File: config.mk
export PLATFORM = sky130hd
export DESIGN_NAME = mem_access_scheduler
export DESIGN_NICKNAME = d
export VERILOG_FILES = /design/src/rtl/mem_sched_pkg.sv /design/src/rtl/mem_access_scheduler_rr_arbiter3.sv /design/src/rtl/mem_access_scheduler.sv
export SDC_FILE = /design/constraint.sdc
export NUM_CORES = 1
export LEC_CHECK = 0
export ABC_CLOCK_PERIOD_IN_PS = 2250
export CORE_MARGIN = 10
export CORE_UTILIZATION = 51
export CTS_CLUSTER_SIZE = 8
export DETAILED_ROUTE_END_ITERATION = 16
export HOLD_SLACK_MARGIN = 0.1
export PLACE_DENSITY = 0.77
export SYNTH_ARGS = -nofsm -noshare
export SYNTH_HDL_FRONTEND = slang
export SYNTH_SLANG_ARGS = --single-unit
File: constraint.sdc
create_clock -name clk -period 2.25 [get_ports clk]
set_clock_uncertainty 0.2 [all_clocks]
set_input_delay 0.675 -clock clk [delete_from_list [all_inputs] [get_ports clk]]
set_output_delay 0.675 -clock clk [all_outputs]
set_load 0.05 [all_outputs]
File: src/rtl/mem_sched_pkg.sv
// Shared types and constants for the memory access scheduler.
// Owner codes follow accmodule: 0 = nobody, k = requester k-1.
package mem_sched_pkg;

  typedef enum logic [2:0] {
    ST_IDLE    = 3'b001,
    ST_GRANT   = 3'b010,
    ST_PREEMPT = 3'b100
  } state_t;

  localparam logic [2:0] IDLE_OWNER      = 3'd0;
  localparam logic [2:0] HI_OWNER        = 3'd1;
  localparam int         DEF_QUOTA       = 2;
  localparam int         DEF_PREEMPT_MAX = 2;
  localparam int         CNT_W           = 8;

  // Context of a low-priority access interrupted by requester 0.
  typedef struct packed {
    logic [2:0]       owner;
    logic [CNT_W-1:0] quota;
  } ctx_t;

  function automatic logic [3:0] owner_oh(input logic [2:0] o);
    case (o)
      3'd1:    owner_oh = 4'b0001;
      3'd2:    owner_oh = 4'b0010;
      3'd3:    owner_oh = 4'b0100;
      3'd4:    owner_oh = 4'b1000;
      default: owner_oh = 4'b0000;
    endcase
  endfunction

endpackage

File: src/rtl/mem_access_scheduler_rr_arbiter3.sv
// Round-robin pick among requesters 1..3; ptr names the requester (1..3)
// that has first priority, i.e. the one after the last low grant.
module rr_arbiter3 (
  input  logic [2:0] mask,
  input  logic [1:0] ptr,
  output logic [2:0] gnt
);

  always_comb begin
    gnt = '0;
    case (ptr)
      2'd2: begin
        if      (mask[1]) gnt = 3'b010;
        else if (mask[2]) gnt = 3'b100;
        else if (mask[0]) gnt = 3'b001;
      end
      2'd3: begin
        if      (mask[2]) gnt = 3'b100;
        else if (mask[0]) gnt = 3'b001;
        else if (mask[1]) gnt = 3'b010;
      end
      default: begin
        if      (mask[0]) gnt = 3'b001;
        else if (mask[1]) gnt = 3'b010;
        else if (mask[2]) gnt = 3'b100;
      end
    endcase
  end

endmodule

File: src/rtl/mem_access_scheduler.sv
// Single-port memory access scheduler: requester 0 is high priority and may
// preempt a quota-limited low-priority owner (1..3), which later resumes.
module mem_access_scheduler
  import mem_sched_pkg::*;
#(
  parameter int QUOTA       = DEF_QUOTA,
  parameter int PREEMPT_MAX = DEF_PREEMPT_MAX
) (
  input  logic       clk,
  input  logic       reset_n,
  input  logic [3:0] req,
  input  logic [3:0] done,
  output logic [2:0] accmodule,
  output logic [2:0] mstate,
  output logic [3:0] pending,
  output logic [7:0] nb_interrupts
);

  state_t           st, st_nxt;
  logic [2:0]       owner, owner_nxt;
  logic [CNT_W-1:0] q_cnt, q_nxt;
  logic [CNT_W-1:0] p_cnt, p_nxt;
  ctx_t             sv, sv_nxt;
  logic [1:0]       rr_ptr, ptr_nxt;
  logic [7:0]       nb_nxt;
  logic [3:0]       pend_nxt, gmask;
  logic [3:0]       cand;
  logic [2:0]       rr_gnt, arb_owner;
  logic             do_arb, done_own, cancel;

  assign cand     = req | pending;
  assign done_own = |(done & owner_oh(owner));
  assign cancel   = |(done & owner_oh(sv.owner));

  rr_arbiter3 u_rr (
    .mask (cand[3:1]),
    .ptr  (rr_ptr),
    .gnt  (rr_gnt)
  );

  always_comb begin
    arb_owner = IDLE_OWNER;
    if      (cand[0])   arb_owner = HI_OWNER;
    else if (rr_gnt[0]) arb_owner = 3'd2;
    else if (rr_gnt[1]) arb_owner = 3'd3;
    else if (rr_gnt[2]) arb_owner = 3'd4;
  end

  always_comb begin
    st_nxt    = st;
    owner_nxt = owner;
    q_nxt     = q_cnt;
    p_nxt     = p_cnt;
    sv_nxt    = sv;
    ptr_nxt   = rr_ptr;
    nb_nxt    = nb_interrupts;
    gmask     = '0;
    do_arb    = 1'b0;

    case (st)
      ST_IDLE: do_arb = 1'b1;
      ST_GRANT: begin
        if (owner == HI_OWNER) begin
          if (done[0]) do_arb = 1'b1;
        end else if (done_own || q_cnt == CNT_W'(1)) begin
          // Release or last quota cycle: this ends the access, so a
          // coincident req[0] is served by normal arbitration, not a preempt.
          do_arb = 1'b1;
        end else if (cand[0]) begin
          st_nxt    = ST_PREEMPT;
          owner_nxt = HI_OWNER;
          sv_nxt    = '{owner: owner, quota: q_cnt - CNT_W'(1)};
          p_nxt     = CNT_W'(PREEMPT_MAX);
          gmask     = 4'b0001;
          if (nb_interrupts != 8'hFF) nb_nxt = nb_interrupts + 8'd1;
        end else begin
          q_nxt = q_cnt - CNT_W'(1);
        end
      end
      ST_PREEMPT: begin
        if (done[0] || p_cnt == CNT_W'(1)) begin
          p_nxt  = '0;
          sv_nxt = '0;
          if (sv.owner != IDLE_OWNER && !cancel) begin
            st_nxt    = ST_GRANT;
            owner_nxt = sv.owner;
            q_nxt     = sv.quota;
          end else begin
            do_arb = 1'b1;
          end
        end else begin
          p_nxt = p_cnt - CNT_W'(1);
          if (cancel) sv_nxt.owner = IDLE_OWNER;
        end
      end
      default: begin
        st_nxt    = ST_IDLE;
        owner_nxt = IDLE_OWNER;
      end
    endcase

    if (do_arb) begin
      owner_nxt = arb_owner;
      gmask     = owner_oh(arb_owner);
      q_nxt     = '0;
      if (arb_owner == IDLE_OWNER) begin
        st_nxt = ST_IDLE;
      end else begin
        st_nxt = ST_GRANT;
        if (arb_owner != HI_OWNER) begin
          q_nxt   = CNT_W'(QUOTA);
          ptr_nxt = (arb_owner == 3'd4) ? 2'd1 : arb_owner[1:0];
        end
      end
    end

    pend_nxt = (pending | req) & ~gmask;
  end

  always_ff @(posedge clk or negedge reset_n) begin
    if (!reset_n) begin
      st            <= ST_IDLE;
      owner         <= IDLE_OWNER;
      q_cnt         <= '0;
      p_cnt         <= '0;
      sv            <= '0;
      rr_ptr        <= 2'd1;
      nb_interrupts <= '0;
      pending       <= '0;
    end else begin
      st            <= st_nxt;
      owner         <= owner_nxt;
      q_cnt         <= q_nxt;
      p_cnt         <= p_nxt;
      sv            <= sv_nxt;
      rr_ptr        <= ptr_nxt;
      nb_interrupts <= nb_nxt;
      pending       <= pend_nxt;
    end
  end

  assign accmodule = owner;
  assign mstate    = st;

endmodule
==> metrics.txt, run 1 <==
fillers 355; startpoint class of the critical path flop; Main synth FF type dfrtp_1; post-synthesis cell type count 54; routed len/inst 18.4 um; switching fraction of total power 46.0%; EDFF count, synth 0; Max clock buf depth 2; Clock Sinks 47; first-pass GRT wire length 12700 um; leakage 1.81 nW; cts bufs inserted 5; vias in the first global route 2706; area leader, netlist dfrtp_1; # port buffers 27; post-route ant nets 0; Post-Syn Instances 294; remaining global-route overflow 0; PD cells 1650 nW/um2; Max-slew headroom 60.2%; largest net degree at the start of global routing 29; cell area after layout 3990 um2; final count of hold timing violations 0; Critical Path AT between 2000 and 2500 ps; most common cell after layout, fill and taps aside buf_4; final net count 416; Hold Path Class flop to flop; register area share after synthesis 43.5%; Worst Path Required 2270 ps; GR Layer Usage met3 approximately 3.6%; H-tree lvl count 2; final weighted congestion in routability-driven placement between 0.8 and 0.9; Area contributors post-synth dfrtp_1, o21ai_0, nor2_1; Initial Utilization 52.8%; WS Path Type flop to flop; dpl hpwl 5470 um; total wire length 8680 um; asr flop ratio synth 100%; Ys Warns 0; highest-delay cell along the critical path o32ai_4; chip height between 90 and 100 um; total of max-cap violations 0; GRT met1 Usage 21.9%; Tmin final roughly 2400 ps; initial antenna violation count 0; area of placed instances 3570 um2; Root Buffer clkbuf_8; share of layout cells above drive strength 1 41.0%; Crit. End Element flop; drt drc 0; status finished, violations left; DR vias/cell 6.03; Chip Width 92.9 um; Seq pwr share 23.4%; Syn Area/Cell 9.22 um2; Worst Max-Slew Pin Slew 595 ps; top-area cell type share of the netlist area 41.5%; crit path cell chain nor4_2 -> nand3_1 -> and3_4 -> buf_6 -> o32ai_4 -> o21ai_0 -> a22oi_2; Slew Limit Fails 0; final worst slack -122 ps; Synth Register Bits 47; Clock Power Share 7.6%; crit-path max FO 6; Net Sw Power 3.02 mW; GRT Util Overall 17.8%; drt pass-1 iters 5; final setup TNS -868 ps; Area Overhead vs Synth 47.0%; Int Power 3.54 mW; core area 5140 um2; CTS tree done; via count 2844; mapped cell area about 2700 um2; Clk pin slew, worst setup/hold paths 80 ps; GR Util met2 30.5%; maximum vdd drop ~1200 uV; Max stage delay on crit path 440 ps; IO Count 28; most frequent cells in the layout buf_4, dfrtp_1, nor2_1, o21ai_0, nand2_1; Tcrit/Tclk final 105%; Die Area 8630 um2; Logic pwr share 69.0%; FP Rows 26; achievable frequency 422 MHz; layer with the highest usage met2; # diodes 0; RSZ-0062 raised after global routing yes; Synth Net Count 309; failing checks negative setup slack; Skew-Pair Late Insertion Delay about 300 ps; pre-CTS WS -811 ps; DR iter-0 viols 291; final setup vio count 18
power by group through the flow:
stage | Clock, mW | Combinational [mW] | Sequential, mW
after floorplan | 0 | 1.84 | 1.96
after global placement | 0 | 3.60 | 1.50
after detailed placement | 0 | 3.68 | 1.52
after CTS | 0.515 | 4.00 | 1.51
after global routing | 0.549 | 4.82 | 1.57
final | 0.498 | 4.53 | 1.53
synth_stat cells (3+ instances only):
library cell,count
dfrtp_1,45
nor2_1,28
o21ai_0,28
a21oi_1,17
nand2_1,17
nor3_1,13
inv_1,11
nand3_1,11
nor4_1,11
nand2b_1,8
xor2_1,8
a221o_1,7
clkbuf_1,7
a21o_1,6
a31oi_1,6
ha_1,5
nor2b_1,5
xnor2_1,4
a22o_1,3
buf_2,3
mux2_2,3
mux2i_1,3
or2_2,3
kinds of logic after synthesis:
group                    after synthesis  synth area share, %
AND/OR/NAND/NOR                      111                 21.0
AO/OA/AOI/OAI                         90                 23.2
flip-flops                            47                 43.5
buffers and inverters                 23                 3.88
XOR/XNOR                              12                 3.88
multiplexers                           6                 2.35
adder cells (fa/ha/maj)                5                 2.31
worst max-delay path, delay by kind of cell, from the launching register on:
| family | cells | cell delay (ps) |
|---|---|---|
| buffers and inverters | 1 | 120 |
| AO/OA/AOI/OAI | 3 | 870 |
| flip-flops | 1 | 410 |
| AND/OR/NAND/NOR | 3 | 700 |
state kept, by name (all words and copies together) (netlist names):
register / count
pending: 4
p_cnt: 8
q_cnt: 8
nb_interrupts: 8
mstate: 3
accmodule: 3
sv: 11
rr_ptr: 2
final cells by class:
cell class | count | area (um2) | area share (%)
Multi-Input combinational cell | 225 | 1680 | 42.1
Sequential cell | 47 | 1190 | 29.8
Timing Repair Buffer | 111 | 912 | 22.9
Tap cell | 70 | 87.6 | 2.20
Clock buffer | 7 | 76.3 | 1.91
Inverter | 11 | 41.3 | 1.04
Clock inverter | 1 | 5.00 | 0.126
path summary, 6_finish.rpt:
| kind | from | to | slack (ps) | cells past startpoint |
|---|---|---|---|---|
| worst min register to register | sv[5] | sv[5] | 280 | 1 |
| min in group asynchronous | reset_n | nb_interrupts[3] | 560 | 2 |
| worst max-delay path | q_cnt[2] | mstate[2] | -120 | 7 |
| worst min-delay path | sv[5] | sv[5] | 280 | 1 |
| worst max register to register | q_cnt[2] | mstate[2] | -120 | 7 |
| max in group asynchronous | reset_n | mstate[0] | 790 | 3 |
what timing repair did:
item / CTS / global route
pin swaps: 13 / 10
setup buffers: 8 / 11
setup endpoints to repair: 47 / 33
hold buffers: 1 / 0
hold endpoints to repair: 5 / 0
gates resized for setup: 33 / 28
gates cloned: 1 / 0
routing by layer:
metal / vias up / share of wire (%) / wire (um)
met3: 27 / 6.3 / 546
met1: 1381 / 40 / 3480
li1: 1294 / - / -
met2: 142 / 51 / 4390
met4: 0 / 3.0 / 261
met5: - / 0 / 0
metrics by stage:
stage / power, mW / hold slack, ps / std cells / utilization, %
4_1_cts: 6.03 / 285 / 461 / 74.1
3_3_place_gp: 5.10 / 262 / 444 / 69.4
5_1_grt: 6.94 / 318 / 472 / 77.6
3_5_place_dp: 5.20 / 265 / 444 / 69.4
2_1_floorplan: 3.80 / 179 / 294 / -
6_report: 6.56 / 280 / 472 / 77.6
No activity file was read; power rests on OpenSTA's default activity.
==> run 2: changes to the inputs <==
Settings changed: PLACE_DENSITY 0.77 to 0.8.
==> run 2 against run 1 <==
Against the previous run:
- the run still ends with negative setup slack left
- combinational power decreased by 2%
- total power is 0.47% higher
- utilization decreased by 0.61 points
- sequential cell count stayed put
- hold slack got worse by 150 ps
- cell count fell by 1.9%
- count of clock-buffer cells in the layout grew 1
- non-clock buffer count fell by 8
- die area stayed put
- first-iteration DRC count grew 49%
- final area decreased by 0.78%
- setup slack got worse by 13 ps
==> metrics.txt, run 2 (same netlist as run 1, synthesis figures left out) <==
share of layout cells above drive strength 1 roughly two fifths; Skew-Pair Late Insertion Delay approximately 310 ps; Int Power 3.52 mW; RSZ-0062 raised after global routing yes; launching point of the worst reg2reg path accmodule[0]; Largest Register sv; R2R cell count 6; Clock Sinks 47; dpl hpwl 5410 um; worst reg2reg endpoint q_cnt[7]; Tmin final 2380 ps; failing checks negative setup slack; cell area after layout 3960 um2; Critical Path AT 2380 ps; Clk pin slew, worst setup/hold paths 100 ps; Crit. End Element flop; worst reg2reg setup slack -130 ps; final weighted congestion in routability-driven placement 0.906; pre-CTS WS -759 ps; largest net degree at the start of global routing 48; Root Buffer clkbuf_8; Worst Max-Slew Pin Slew 558 ps; Max-slew headroom 62.4%; final worst slack -134 ps; remaining global-route overflow 0; post-route ant nets 0; FP Rows 26; area of placed instances 3510 um2; Die Area 8630 um2; chip height 92.9 um; Logic pwr share 67.5%; most common cell after layout, fill and taps aside buf_4; status finished, violations left; switching fraction of total power a little under half; maximum vdd drop 850 uV; DR vias/cell roughly 6.4; achievable frequency 419 MHz; via count 2947; total of max-cap violations 0; final count of hold timing violations 0; H-tree lvl count 2; vias in the first global route 2825; Initial Utilization a little over half; Chip Width 92.9 um; GRT Util Overall 18.8%; leakage 1.76 nW; core area about 5100 um2; first-pass GRT wire length 13400 um; WS Path Type flop to flop; final net count roughly 410; CTS tree done; Tcrit/Tclk final 106%; hold_ws ~130 ps; drt pass-1 iters 6; final setup vio count 23; DR iter-0 viols 434; routed len/inst ~20 um; Seq pwr share 23.7%; IO Count 28; most frequent cells in the layout buf_4, dfrtp_1, nor2_1, o21ai_0, nand2_1; Hold Path Class input pin to async pin; initial antenna violation count 0; post-layout util 76.9%; total wire length roughly 9000 um; Slew Limit Fails 0; startpoint class of the critical path flop; final setup TNS -1800 ps; Net Sw Power 3.07 mW; Clock Power Share 8.8%; post-cts hold buffer count 0; Crit. Startpoint accmodule[0]; Worst Path Required 2240 ps; # port buffers 27; Area Overhead vs Synth 45.9%; PD cells 1670 nW/um2; max reg flops 11; # diodes 0; drt drc 0; crit-path max FO 7; cts bufs inserted 5; Max clock buf depth 2
## run 2: worst max-delay path by stage
stage | to | slack (ps) | cells past startpoint
CTS | q_cnt[7] | -90 | 7
global route | nb_interrupts[6] | -180 | 10
global placement | q_cnt[4] | -730 | 7
detailed placement | q_cnt[5] | -760 | 7
finish | q_cnt[7] | -130 | 6
floorplan | q_cnt[2] | -240 | 7
## run 2: layout make-up
| type | instances | area, um2 |
|---|---|---|
| multi-input cells | 224 | 1700 |
| flip-flops and latches | 47 | 1190 |
| fillers | 324 | 1180 |
| repair buffers | 103 | 842 |
| clock buffers | 8 | 100 |
| well taps | 70 | 87.6 |
| inverters | 11 | 41.3 |
## run 2: routing by layer
metal | share of wire, % | vias to the layer above | track usage (%)
met5 | 0 | - | 0
met4 | 4.8 | 0 | 10.2
met3 | 8.5 | 56 | 3.87
met2 | 48 | 207 | 31.8
met1 | 38 | 1407 | 21.7
li1 | - | 1277 | -
## run 2: worst max-delay path: stages, from the launching register on
cell	delay [ps]
dfrtp_2	440
or2b_1	280
a21o_2	250
and3_4	210
o32a_4	320
a21o_4	250
a221o_1	320
## run 2: metrics by stage
stage          cells  power, mW
2_1_floorplan    294       3.80
3_3_place_gp     438       4.93
3_5_place_dp     438       5.06
4_1_cts          458       6.04
5_1_grt          463       6.91
6_report         463       6.59
## run 2: what timing repair did
action,CTS,global route
setup endpoints to repair,47,44
gates cloned,0,1
pin swaps,15,16
setup buffers,12,4
resized for setup,40,30
## run 2: power by group through the flow
stage | clock network (mW) | logic, mW | registers (mW)
finish | 0.578 | 4.45 | 1.56
global route | 0.602 | 4.71 | 1.60
floorplan | 0 | 1.84 | 1.96
CTS | 0.564 | 3.94 | 1.53
global placement | 0 | 3.41 | 1.52
detailed placement | 0 | 3.53 | 1.53
==> run 3: changes to the inputs <==
Settings changed: RECOVER_POWER from default to 100.
==> run 3 against run 2 <==
Against the previous run:
- the flow still finishes with violations (negative setup slack)
- routed wire length down 0.68%
- first-iteration DRC count rose by 6.0%
- cell count stayed put
- critical path depth stayed put
- hold slack improved by 160 ps
- non-clock buffer count unchanged
- sequential cell count stayed put
- total power fell by 0.95%
- register-to-register slack hardly changed
- die area unchanged
- sequential share of layout area grew 0.39 points
- critical endpoint unchanged
- highest routed layer unchanged
==> metrics.txt, run 3 (same netlist as run 1, synthesis figures left out) <==
Initial Utilization between 50% and 60%; crit-path max FO 7; Max-slew headroom between 20% and 30%; pre-CTS WS -759 ps; most frequent cells in the layout buf_4, dfrtp_1, nor2_1, o21ai_0, nand2_1; initial antenna violation count 0; leakage 1.73 nW; post-layout util 75.9%; FP Rows 26; dpl hpwl 5410 um; drt drc 0; kind of cell adding the most delay to the critical path compound AO/OA/AOI/OAI gates; Max stage delay on crit path 440 ps; status finished, violations left; RSZ-0062 raised after global routing yes; Largest Register sv; Clk pin slew, worst setup/hold paths 100 ps; final weighted congestion in routability-driven placement 0.906; GRT Util Overall 18.8%; Chip Width 92.9 um; Critical path buffers and inverters 0; failing checks negative setup slack; chip height 92.9 um; worst reg2reg setup slack -130 ps; Clock Sinks 47; core area 5140 um2; post-route ant nets 0; Tcrit/Tclk final 106%; Root Buffer clkbuf_8; Max clock buf depth 2; IO Count 28; cts bufs inserted 5; final setup vio count 23; first-pass GRT wire length 13400 um; launching point of the worst reg2reg path accmodule[0]; via count 2939; Crit. Startpoint accmodule[0]; fin cells 463; H-tree lvl count 2; # diodes 0; Area Overhead vs Synth 44.0%; Die Area 8630 um2; Hold Path Class flop to flop; Slew Limit Fails 0; startpoint class of the critical path flop; total wire length just over 9000 um; Tmin final roughly 2400 ps; crit path cell chain or2b_1 -> a21o_2 -> and3_4 -> o32a_4 -> a21o_4 -> a221o_1; vias in the first global route 2825; hold_ws 290 ps; Hold Startpoint sv[7]; WS Path Type flop to flop; DR iter-0 viols 460; CTS tree done; Worst Max-Slew Pin Slew between 1000 and 1500 ps; DR vias/cell about 6.3; largest net degree at the start of global routing 48; achievable frequency between 400 and 500 MHz; final worst slack -132 ps; final count of hold timing violations 0; Skew-Pair Late Insertion Delay 310 ps; drt pass-1 iters 5; most common cell after layout, fill and taps aside buf_4; Placed Instances 438; share of layout cells above drive strength 1 39.4%; Crit. End Element flop; routed len/inst 19.7 um; highest-delay cell along the critical path dfrtp_2; remaining global-route overflow 0; # port buffers 27; Worst Path Required 2240 ps; final net count 407; total of max-cap violations 0; maximum vdd drop 824 uV; Critical Path AT roughly 2400 ps; PD cells 1670 nW/um2; max reg flops 11
## run 3: changes by cell type in the layout (fill, tap and decap cells not counted), sizes merged
cell / delta
buf: -12
clkbuf: +12
## run 3: path summary, 6_finish.rpt
kind	cells after the start	to
worst max-delay path	6	q_cnt[7]
worst min-delay path	1	sv[7]
worst max register to register	6	q_cnt[7]
worst min register to register	1	sv[7]
max in group asynchronous	2	sv[9]
min in group asynchronous	2	pending[0]
## run 3: where the power goes
group,internal [mW],switching [mW]
logic,1.96,2.43
registers,1.23,0.334
clock network,0.281,0.292
total,3.47,3.06
## run 3: area by class of cell
cell class              instances  area (um2)
clock buffers                   8         100
fillers                       339        1240
inverters                      11        41.3
multi-input cells             224        1700
flip-flops and latches         47        1190
well taps                      70        87.6
repair buffers                103         791
## run 3: what timing repair did
action                                  4_1_cts  5_1_grt
pin swaps                                    15       16
gates resized for setup                      40       30
hold buffers                                  0        0
endpoints found under the setup margin       47       44
cloned                                        0        1
setup buffers                                12        4
## run 3: per-stage QoR
step	instance area [um2]	setup TNS, ps	total power [mW]
6_report	3900	-1770	6.53
5_1_grt	3900	-3400	6.85
4_1_cts	3810	-376	6.04
3_5_place_dp	3510	-27580	5.06
3_3_place_gp	3510	-26710	4.93
2_1_floorplan	2790	-1800	3.80
## run 3: metal layers
| layer | vias up | global-route usage [%] | part of all wire (%) |
|---|---|---|---|
| met4 | 0 | 10.2 | 5.1 |
| met5 | - | 0 | 0 |
| li1 | 1283 | - | - |
| met3 | 57 | 3.87 | 8.2 |
| met2 | 207 | 31.8 | 49 |
| met1 | 1392 | 21.7 | 38 |
